<file path="src/rtl/mem_access_unit.sv">
// MEM-stage load/store controller: checks alignment, runs the dcache req/hit handshake and formats sub-word data.
// Latency: >=2 cycles (accept in IDLE, hit in REQ, result held in DONE until MEM/WB captures it).
module mem_access_unit #(
    parameter int WORD_W = 32
) (
    input  logic              CLK,
    input  logic              nRST,
    input  logic              MemRead_MEM,
    input  logic              MemWrite_MEM,
    input  logic [2:0]        funct3_MEM,
    input  logic [WORD_W-1:0] alu_out_MEM,
    input  logic [WORD_W-1:0] store_data_MEM,
    input  logic              mem_advance,
    input  logic              dhit,
    input  logic [WORD_W-1:0] dmemload,
    output logic              dmemREN,
    output logic              dmemWEN,
    output logic [WORD_W-1:0] dmemaddr,
    output logic [WORD_W-1:0] dmemstore,
    output logic [3:0]        dmem_be,
    output logic [WORD_W-1:0] dmem_out,
    output logic              mem_busy,
    output logic              misaligned
);

    typedef enum logic [1:0] {IDLE, REQ, DONE} state_t;

    state_t            state_q, state_d;
    logic [WORD_W-1:0] addr_q, addr_d;
    logic [1:0]        size_q, size_d;
    logic              uns_q, uns_d;
    logic              rd_q, rd_d;
    logic              wr_q, wr_d;
    logic [WORD_W-1:0] store_q, store_d;
    logic [3:0]        be_q, be_d;
    logic [WORD_W-1:0] dmem_out_q, dmem_out_d;

    logic              req, illegal, accept, reject;
    logic [WORD_W-1:0] store_fmt;
    logic [3:0]        be_fmt;
    logic [7:0]        ld_byte;
    logic [15:0]       ld_half;
    logic [WORD_W-1:0] load_fmt;

    always_comb begin
        req     = MemRead_MEM | MemWrite_MEM;
        illegal = (MemRead_MEM & MemWrite_MEM)
                | (funct3_MEM == 3'b011) | (funct3_MEM == 3'b110) | (funct3_MEM == 3'b111)
                | ((funct3_MEM[1:0] == 2'b01) & alu_out_MEM[0])
                | ((funct3_MEM[1:0] == 2'b10) & (alu_out_MEM[1:0] != 2'b00));
        accept  = (state_q == IDLE) & req & ~illegal;
        reject  = (state_q == IDLE) & req & illegal;
    end

    // Stores are lane-positioned at accept time so REQ only replays registers.
    always_comb begin
        store_fmt = store_data_MEM;
        be_fmt    = 4'b1111;
        case (funct3_MEM[1:0])
            2'b00: begin
                store_fmt = {4{store_data_MEM[7:0]}};
                be_fmt    = 4'b0001 << alu_out_MEM[1:0];
            end
            2'b01: begin
                store_fmt = {2{store_data_MEM[15:0]}};
                be_fmt    = alu_out_MEM[1] ? 4'b1100 : 4'b0011;
            end
            default: ;
        endcase
    end

    always_comb begin
        case (addr_q[1:0])
            2'b00:   ld_byte = dmemload[7:0];
            2'b01:   ld_byte = dmemload[15:8];
            2'b10:   ld_byte = dmemload[23:16];
            default: ld_byte = dmemload[31:24];
        endcase
        ld_half = addr_q[1] ? dmemload[31:16] : dmemload[15:0];
        case (size_q)
            2'b00:   load_fmt = {{24{~uns_q & ld_byte[7]}}, ld_byte};
            2'b01:   load_fmt = {{16{~uns_q & ld_half[15]}}, ld_half};
            default: load_fmt = dmemload;
        endcase
    end

    always_comb begin
        state_d    = state_q;
        addr_d     = addr_q;
        size_d     = size_q;
        uns_d      = uns_q;
        rd_d       = rd_q;
        wr_d       = wr_q;
        store_d    = store_q;
        be_d       = be_q;
        dmem_out_d = dmem_out_q;
        case (state_q)
            IDLE: begin
                if (accept) begin
                    state_d = REQ;
                    addr_d  = alu_out_MEM;
                    size_d  = funct3_MEM[1:0];
                    uns_d   = funct3_MEM[2];
                    rd_d    = MemRead_MEM;
                    wr_d    = MemWrite_MEM;
                    store_d = store_fmt;
                    be_d    = be_fmt;
                end else if (reject) begin
                    dmem_out_d = '0;
                end
            end
            REQ: begin
                if (dhit) begin
                    state_d = DONE;
                    if (rd_q) dmem_out_d = load_fmt;
                end
            end
            DONE: begin
                if (mem_advance) state_d = IDLE;
            end
            default: state_d = IDLE;
        endcase
    end

    always_ff @(posedge CLK or negedge nRST) begin
        if (!nRST) begin
            state_q    <= IDLE;
            addr_q     <= '0;
            size_q     <= '0;
            uns_q      <= 1'b0;
            rd_q       <= 1'b0;
            wr_q       <= 1'b0;
            store_q    <= '0;
            be_q       <= '0;
            dmem_out_q <= '0;
        end else begin
            state_q    <= state_d;
            addr_q     <= addr_d;
            size_q     <= size_d;
            uns_q      <= uns_d;
            rd_q       <= rd_d;
            wr_q       <= wr_d;
            store_q    <= store_d;
            be_q       <= be_d;
            dmem_out_q <= dmem_out_d;
        end
    end

    // Gating with nRST keeps the input-dependent outputs quiet while held in reset.
    always_comb begin
        dmemREN    = (state_q == REQ) & rd_q;
        dmemWEN    = (state_q == REQ) & wr_q;
        dmemaddr   = {addr_q[WORD_W-1:2], 2'b00};
        dmemstore  = dmemWEN ? store_q : '0;
        dmem_be    = dmemWEN ? be_q : 4'b0000;
        dmem_out   = reject ? '0 : dmem_out_q;
        mem_busy   = nRST & (accept | (state_q == REQ));
        misaligned = nRST & reject;
    end

endmodule
</file>
<file path="config.mk">
export PLATFORM = sky130hd
export DESIGN_NAME = mem_access_unit
export DESIGN_NICKNAME = d
export VERILOG_FILES = /design/src/rtl/mem_access_unit.sv
export SDC_FILE = /design/constraint.sdc
export NUM_CORES = 1
export LEC_CHECK = 0
export ABC_CLOCK_PERIOD_IN_PS = 2600
export CAP_MARGIN = 20
export CORE_ASPECT_RATIO = 2
export CORE_MARGIN = 2
export CORE_UTILIZATION = 49
export DETAILED_ROUTE_END_ITERATION = 10
export GPL_ROUTABILITY_DRIVEN = 0
export PLACE_DENSITY = 0.86
export SYNTH_ARGS = -nofsm -noshare
export SYNTH_HDL_FRONTEND = slang
export SYNTH_SLANG_ARGS = --single-unit
</file>
<file path="constraint.sdc">
create_clock -name CLK -period 2.6 [get_ports CLK]
set_input_delay 0.26 -clock CLK [delete_from_list [all_inputs] [get_ports CLK]]
set_output_delay 0.26 -clock CLK [all_outputs]
set_load 0.02 [all_outputs]
</file>
# == After elaboration in Yosys (flattened, before gate mapping) ==
# Cells that the tools add are included.
# op_classes
reduce_logical,9
addsub,0
shift,1
n_bitwise,21
n_div,0
n_mul,0
eq_ne,15
mux,17
magnitude_cmp,0
# op_table
op,count
one-hot mux 32 bit (2 select lines),3
2-to-1 mux 32 bit,5
one-hot mux 8 bit (3 select lines),1
2-to-1 mux 16 bit,1
bitwise AND 1 bit,12
"!= test 2 bit, second input constant",5
"equality test 2 x 1 -> 1 bit, second input constant",4
logical NOT 2 bit,4
2-to-1 mux 4 bit,2
one-hot mux 4 bit (2 select lines),1
OR 1 bit,7
"equality test 2 bit, second input constant",3
"equality test 3 bit, second input constant",2
2-to-1 mux 2 bit,3
one-hot mux 2 bit (3 select lines),1
AND reduction 4 bit,1
nonzero test 2 bit,2
"<< shifter 1 x 2 -> 4 bit, first input constant",1
"equality test 3 x 2 -> 1 bit, second input constant",1
AND reduction 3 bit,1
NOT 1 bit,2
AND reduction 2 bit,1
# word_totals
out_inout_bits,104
n_memories,0
ram_bits,0
mem_bits_ro,0
latchBits,0
ff_bits,107

# == Logic depth before layout (Yosys ltp) ==
# Gate-level depths: netlist of run 1.
# depth
ltp_word,10
mapped_depth,8

# == Worst setup path before layout of run 1 ==
# Ideal clock, no wire load.
# synth_timing
kind,input to output
start,in funct3_MEM[0]
end,out mem_busy
path_buffers,3
path_stages,7
required_ns,2.340
t_arrival_ns,1.633
setup_slack_ns,0.707
cell_sequence,buf_2 o31ai_4 nand3_2 or3_4 buf_6 buf_6 a21oi_2
# synth_between
elab_chain_len,10
# synth_lines
item,line,rtl
"start, declared",10,"input logic [2:0] funct3_MEM,"
equality test 3 x 2 -> 1 bit,48,| (funct3_MEM == 3'b011) | (funct3_MEM == 3'b110) | (funct3_MEM == 3'b111)
OR 1 bit (3 in a row),48,
OR 1 bit,49,| ((funct3_MEM[1:0] == 2'b01) & alu_out_MEM[0])
OR 1 bit (*),50,| ((funct3_MEM[1:0] == 2'b10) & (alu_out_MEM[1:0] != 2'b00));
NOT 1 bit (*),51,accept = (state_q == IDLE) & req & ~illegal;
bitwise AND 1 bit (*),51,
OR 1 bit (*),157,mem_busy = nRST & (accept | (state_q == REQ));
bitwise AND 1 bit (*),157,
"end, declared",22,"output logic mem_busy,"
# Every way passes the cells marked *; elsewhere a longest branch is shown, timed or not.

# == Worst setup path in the final report of run 1 ==
# layout_timing
start,in funct3_MEM[1]
end,out dmem_out[9]
# layout_between
elab_chain_len,8
# layout_lines
item,line,rtl
equality test 3 x 2 -> 1 bit,48,
OR 1 bit (3 in a row),48,
OR 1 bit,49,
OR 1 bit (*),50,
bitwise AND 1 bit (*),52,reject = (state_q == IDLE) & req & illegal;
2-to-1 mux 32 bit (*),n/a,
"end, declared",21,"output logic [WORD_W-1:0] dmem_out,"
# Marked as above.

==> reports/qor.txt, run 1 <==
outcome -> finished clean
highest metal used -> met4
die area -> 13200 um^2
DR vias/cell -> 5.40
H-tree depth -> 3
Critical Path Max Stage Delay -> 0.61 ns
clk buf depth -> 2
Remaining DRCs -> 0
Req. time, crit path -> 2.34 ns
Rel. slew slack -> 32.0%
met1 wire length -> 6070 um
Clock transition at path regs -> 0.07 ns
final hold violation count -> 0
Filler cells -> 982
clk sinks -> 107
metal2 WL -> 9340 um
CTS tree -> built
Worst-Margin Slew -> 1.02 ns
ant diodes -> 0
RSZ-0062 raised after global routing -> yes
cell mode on critical path -> clkdlybuf4s50_1
1st-iter DRT viols -> 224
core box area -> 12100 um^2
max_cap viols -> 0
crit share post-route -> 98.7%
total wire length -> 17400 um
# port buffers -> 206
via count -> 5550
GRT Overall Usage -> 27.2%
Worst Path Arrival -> 2.31 ns
Warnings, synthesis -> 0
worst-path cell chain -> clkdlybuf4s50_1 -> o21ai_1 -> a311o_1 -> buf_12 -> and2_1 -> clkdlybuf4s50_1
Die Ht -> 160 um
first-pass GRT wire length -> 27400 um
Fin Hold WS -> 0.288 ns
Synth-to-Final Area Change -> 37.3%
GRT overflow -> 0
antenna violations before repair -> 0
Pwr Density -> 908 nW/um^2
Ports -> 209
Fmax achieved -> 0.390 GHz
VDD IR-drop max -> 0.572 mV
Routed met3 length -> 905 um
share of layout cells above drive strength 1 -> 6.70%
synthesized area -> 5990 um^2
DR pass1 iterations -> 4
final setup vio count -> 0
Final Skew -> 0.0105 ns
Clock Latency Late Sink -> 0.34 ns
syn avg cell area -> 8.30 um^2
type of the worst setup path -> input pin to output port
Async S/R FF share, synth -> 100%
Starting Density -> 49.7%
vias in the first global route -> 5417
number of synthesized flops with an enable pin -> 0
CTS root buffer -> clkbuf_16
average wire per standard cell -> 16.9 um
Final HPWL DP -> 13200 um
Setup crit start kind -> input pin
crit end category -> output port
sequential fraction of the synthesis area -> 44.7%
Final nets -> 980
total CTS buffers -> 9
worst-path cell with the longest stage delay -> clkdlybuf4s50_1
Tmin final -> 2.57 ns
Routed Antenna Nets -> 0
cells after synthesis -> 721
largest net degree at the start of global routing -> 101
row cnt -> 57
CP max FO -> 34
Die Wd -> 82.2 um
Leak -> 0.00406 uW
TNS Setup -> 0 ns
synth unique cells -> 42
Max Slew Vio Count -> 0
Main synth FF type -> dfrtp_1
Yosys reg bits -> 107
Hold Crit Class -> input pin to async pin
-- placed cells by master, fill, tap and decap left out, drive strengths merged, types with 2 or more instances in the layout --
cell           Yosys  routed
nand2            221     221
nor3               2       2
o22ai             24      24
o31a               6       6
a31oi              2       2
dfrtp            107     107
dlymetal6s2s       0      10
inv                7       8
o31ai              3       3
conb               1       2
and2              50      50
nor2              22      22
clkdlybuf4s50      0     192
and3              37      37
mux2i             31      31
buf               57      24
o21ai             56      56
clkbuf            28      10
a22o               5       5
nand3             26      26
nor2b              5       5
clkinv             0       4
a21oi             19      19
-- cells in the mapped netlist (2+ instances only) --
master / number / area (um^2)
a21oi_1: 18 / 90.1
a22o_1: 5 / 43.8
a31oi_1: 2 / 12.5
and2_1: 50 / 313
and3_1: 37 / 231
buf_1: 2 / 7.51
buf_2: 16 / 80.1
buf_4: 32 / 240
buf_6: 7 / 78.8
clkbuf_1: 25 / 93.8
clkbuf_2: 3 / 15.0
dfrtp_1: 107 / 2680
inv_1: 7 / 26.3
mux2i_1: 31 / 310
nand2_1: 221 / 830
nand3_1: 25 / 125
nor2_1: 22 / 82.6
nor2b_1: 5 / 31.3
nor3_1: 2 / 10.0
o21ai_0: 25 / 125
o21ai_1: 22 / 110
o21ai_2: 9 / 78.8
o22ai_1: 24 / 150
o31a_1: 6 / 52.6
-- worst max-delay path, delay by kind of cell --
kind	cells	cell delay, ns
compound gates	2	0.58
simple gates	1	0.18
buf+inv	3	1.27
-- sequential cells by signal (all words and copies together) (netlist names) --
| name | count |
|---|---|
| wr_q | 1 |
| rd_q | 1 |
| dmem_out_q | 32 |
| store_q | 32 |
| uns_q | 1 |
| state_q | 2 |
| size_q | 2 |
| be_q | 4 |
| addr_q | 32 |
-- final cells by class --
cell class	count	area, um^2	share of cell area [%]
Inverter	7	26.3	0.320
Clock buffer	10	239	2.91
Sequential cell	107	2680	32.6
Clock inverter	6	50.0	0.609
Multi-Input combinational cell	523	2780	33.8
Timing Repair Buffer	227	2260	27.5
Tap cell	147	184	2.24
-- per-stage QoR --
step	std cells	cell area (um^2)	util (%)	total power [uW]	setup WS [ns]
final	1027	8220	68.2	7460	0.0328
after global routing	1027	8220	68.2	7950	-0.0826
after CTS	1027	8190	68.0	7520	0.0351
after detailed placement	1010	7890	65.5	6190	0.0359
after global placement	1010	7890	65.5	6090	0.0564
after floorplan	722	5990	-	4970	0.707
-- routing by layer --
layer / vias up / global-route usage, %
met5: - / 0
met3: 56 / 5.45
met1: 2604 / 30.1
met2: 215 / 46.4
li1: 2675 / -
met4: 0 / 16.0
-- power breakdown --
part,internal [uW],switching [uW]
Clock,687,636
Combinational,1540,1880
Sequential,2320,402
Total,4540,2910
-- kinds of logic (layout without fill, tap and decap cells) --
| family | after synthesis | count (layout) | synth area share, % |
|---|---|---|---|
| other | 1 | 2 | 0.0626 |
| AND/OR/NAND/NOR | 368 | 368 | 27.9 |
| buffers and inverters | 92 | 250 | 9.05 |
| AO/OA/AOI/OAI | 121 | 121 | 12.9 |
| flip-flops | 107 | 107 | 44.7 |
| multiplexers | 32 | 32 | 5.37 |
-- path summary, 6_finish.rpt --
check | slack, ns | endpoint | startpoint | cells after the start
max in group asynchronous | 1.40 | dmem_out_q[29]$_DFFE_PN0P_ | nRST | 3
setup reg to reg | 0.57 | store_q[17]$_DFFE_PN0P_ | state_q[1]$_DFFE_PN0P_ | 5
hold / removal | 0.29 | addr_q[22]$_DFFE_PN0P_ | nRST | 2
hold reg to reg | 0.46 | dmem_out_q[30]$_DFFE_PN0P_ | dmem_out_q[30]$_DFFE_PN0P_ | 2
min in group CLK | 0.43 | addr_q[2]$_DFFE_PN0P_ | alu_out_MEM[2] | 3
setup / recovery | 0.03 | dmem_out[9] | funct3_MEM[1] | 6
-- what timing repair did --
| item | CTS | global route |
|---|---|---|
| setup buffers | 0 | 0 |
| hold buffers | 1 | 0 |
| hold endpoints to repair | 8 | 0 |
| gates resized for setup | 0 | 10 |
| setup endpoints to repair | 0 | 31 |
Note: power is estimated with default switching activity, not from simulation.
==> run 2, diff against run 1 <==
- CELL_PAD_IN_SITES_DETAIL_PLACEMENT: unset -> 0
- CELL_PAD_IN_SITES_GLOBAL_PLACEMENT: unset -> 2
- CORE_MARGIN: 2 -> 10
- CORE_UTILIZATION: 49 -> 28
- PLACE_DENSITY: 0.86 -> unset
- PLACE_DENSITY_LB_ADDON: unset -> 0.1
- SETUP_SLACK_MARGIN: unset -> 0.1
==> run 2 against run 1 <==
  * The flow now finishes with violations (negative hold slack)
  * Critical path depth shrank 1
  * Sequential share of layout area shrank 0.51 points
  * First-iteration DRC count increased by 11%
  * Routed wire length grew 31%
  * Global-route usage is 11 points lower
  * Fmax is 8.1% higher
  * Via count fell by 0.90%
  * Cell count rose by 12%
  * Die area up 110%
  * Worst hold slack got worse by 0.32 ns
  * Non-clock buffer count rose by 2
  * Clock power rose by 11%
  * Largest power group unchanged
==> reports/qor.txt, run 2 (synthesis gave the netlist of run 1 again) <==
outcome -> finished, violations left
failing checks -> negative hold slack
CTS root buffer -> clkbuf_16
final setup vio count -> 0
Routed Antenna Nets -> 0
ant diodes -> 0
Die Wd -> 123 um
Req. time, crit path -> 2.34 ns
RSZ-0062 raised after global routing -> no
Rel. slew slack -> 42.4%
Pwr Density -> 914 nW/um^2
switching pwr -> 3060 uW
worst-path cell with the longest stage delay -> dfrtp_1
CP max FO -> 28
max_cap viols -> 0
biggest registers after layout -> addr_q: 32 flops, dmem_out_q: 32 flops, store_q: 32 flops
Filler cells -> 2207
VDD IR-drop max -> 0.556 mV
row cnt -> 75
share of layout cells above drive strength 1 -> 7.83%
crit share post-route -> 91.4%
Max Slew Vio Count -> 0
average wire per standard cell -> 19.7 um
Switching Share -> 40.1%
1st-iter DRT viols -> 249
via count -> 5500
Clock Latency Late Sink -> 0.38 ns
Leak -> 0.00401 uW
Critical Path Max Stage Delay -> 0.42 ns
core box area -> 21000 um^2
antenna violations before repair -> 1
final hold violation count -> 7
Final nets -> 982
# port buffers -> 206
Remaining DRCs -> 0
pre-CTS setup slack -> -0.00233 ns
Clock transition at path regs -> 0.08 ns
Final WS setup -> 0.224 ns
H-tree depth -> 3
Synth-to-Final Area Change -> 39.4%
first-pass GRT wire length -> 34300 um
Starting Density -> 28.5%
Hold Crit Class -> input pin to async pin
Worst Path Arrival -> 2.12 ns
die area -> 28000 um^2
most common cell after layout, fill and taps aside -> nand2_1
GRT Overall Usage -> 16.3%
Crit path max-delay family -> buffers and inverters
type of the worst setup path -> flip-flop to output port
sequential cell fraction of total power -> 35.1%
CTS tree -> built
vias in the first global route -> 5896
Final Skew -> 0.00967 ns
DR pass1 iterations -> 4
combinational power share -> 45.9%
Worst-Margin Slew -> 0.861 ns
Fin Hold WS -> -0.0283 ns
clk buf depth -> 2
Clock power frac -> 19.1%
area occupied by registers -> 2680 um^2
Tmin final -> 2.38 ns
worst-path cell chain -> or2_1 -> a311o_1 -> buf_12 -> and2_1 -> dlygate4sd2_1
Multi-input gate area -> 2780 um^2
clk sinks -> 107
GRT overflow -> 0
largest net degree at the start of global routing -> 108
Fmax achieved -> 0.421 GHz
DR vias/cell -> 4.78
Ports -> 209
Final HPWL DP -> 17300 um
Die Ht -> 227 um
Post-CTS Setup Bufs -> 0
CP bufs+invs -> 2
most frequent cells in the layout -> nand2_1, clkdlybuf4s50_1, dfrtp_1, and2_1, and3_1
Setup crit start kind -> flip-flop
total wire length -> 22700 um
total CTS buffers -> 9
crit end category -> output port
Internal -> 4570 uW
## run 2: changes by cell type in the layout (fill, tap and decap cells not counted), moves of 2 or more
| cell | change |
|---|---|
| buf_12 | +2 |
| dlygate4sd2_1 | +23 |
| dlymetal6s2s_1 | -10 |
| clkinv_4 | -2 |
| clkdlybuf4s50_1 | -21 |
| buf_4 | +8 |
## run 2: power by group through the flow
stage / combinational [uW] / sequential [uW] / clock, uW
final: 3500 / 2680 / 1460
after global routing: 3860 / 2770 / 1570
after CTS: 3590 / 2680 / 1520
after detailed placement: 3670 / 2710 / 0
after global placement: 3630 / 2690 / 0
after floorplan: 2400 / 2570 / 0
## run 2: layout make-up
type | count | share of cell area [%]
well taps | 269 | 4.03
multi-input cells | 523 | 33.3
clock buffers | 9 | 2.70
flip-flops and latches | 107 | 32.1
repair buffers | 229 | 26.7
inverters | 7 | 0.315
clock inverters | 6 | 0.884
## run 2: final timing paths
path | cells after the start | from | slack (ns) | to
max | 5 | state_q[1]$_DFFE_PN0P_ | 0.22 | dmem_out[31]
min | 2 | nRST | -0.03 | dmem_out_q[29]$_DFFE_PN0P_
min in group CLK | 3 | alu_out_MEM[19] | 0.41 | addr_q[19]$_DFFE_PN0P_
min reg2reg | 2 | dmem_out_q[25]$_DFFE_PN0P_ | 0.46 | dmem_out_q[25]$_DFFE_PN0P_
max reg2reg | 7 | state_q[1]$_DFFE_PN0P_ | 0.67 | dmem_out_q[7]$_DFFE_PN0P_
max in group asynchronous | 2 | nRST | 2.06 | dmem_out_q[3]$_DFFE_PN0P_
## run 2: timing repair
item                                   4_1_cts  5_1_grt
setup endpoints to repair                   23       17
endpoints found under the hold margin        0        0
pin swaps                                    0        0
resized for setup                           23        1
hold buffers                                 0        0
## run 2: metal layers
layer / global-route usage (%) / share of wire (%) / vias up
met5: 0 / 0.057 / -
met4: 5.32 / 2.1 / 2
met3: 5.66 / 7.1 / 20
met2: 30.0 / 56 / 174
met1: 16.5 / 35 / 2624
li1: - / - / 2680
## run 2: through the flow
| step | TNS [ns] | total power, uW | instance area (um^2) | std cells | utilization (%) |
|---|---|---|---|---|---|
| 2_1_floorplan | 0 | 4970 | 5990 | 722 | - |
| 3_3_place_gp | 0 | 6320 | 8070 | 1135 | 38.4 |
| 3_5_place_dp | -0.00233 | 6380 | 8070 | 1135 | 38.4 |
| 4_1_cts | 0 | 7790 | 8340 | 1150 | 39.7 |
| 5_1_grt | 0 | 8200 | 8350 | 1150 | 39.7 |
| 6_report | 0 | 7630 | 8350 | 1150 | 39.7 |
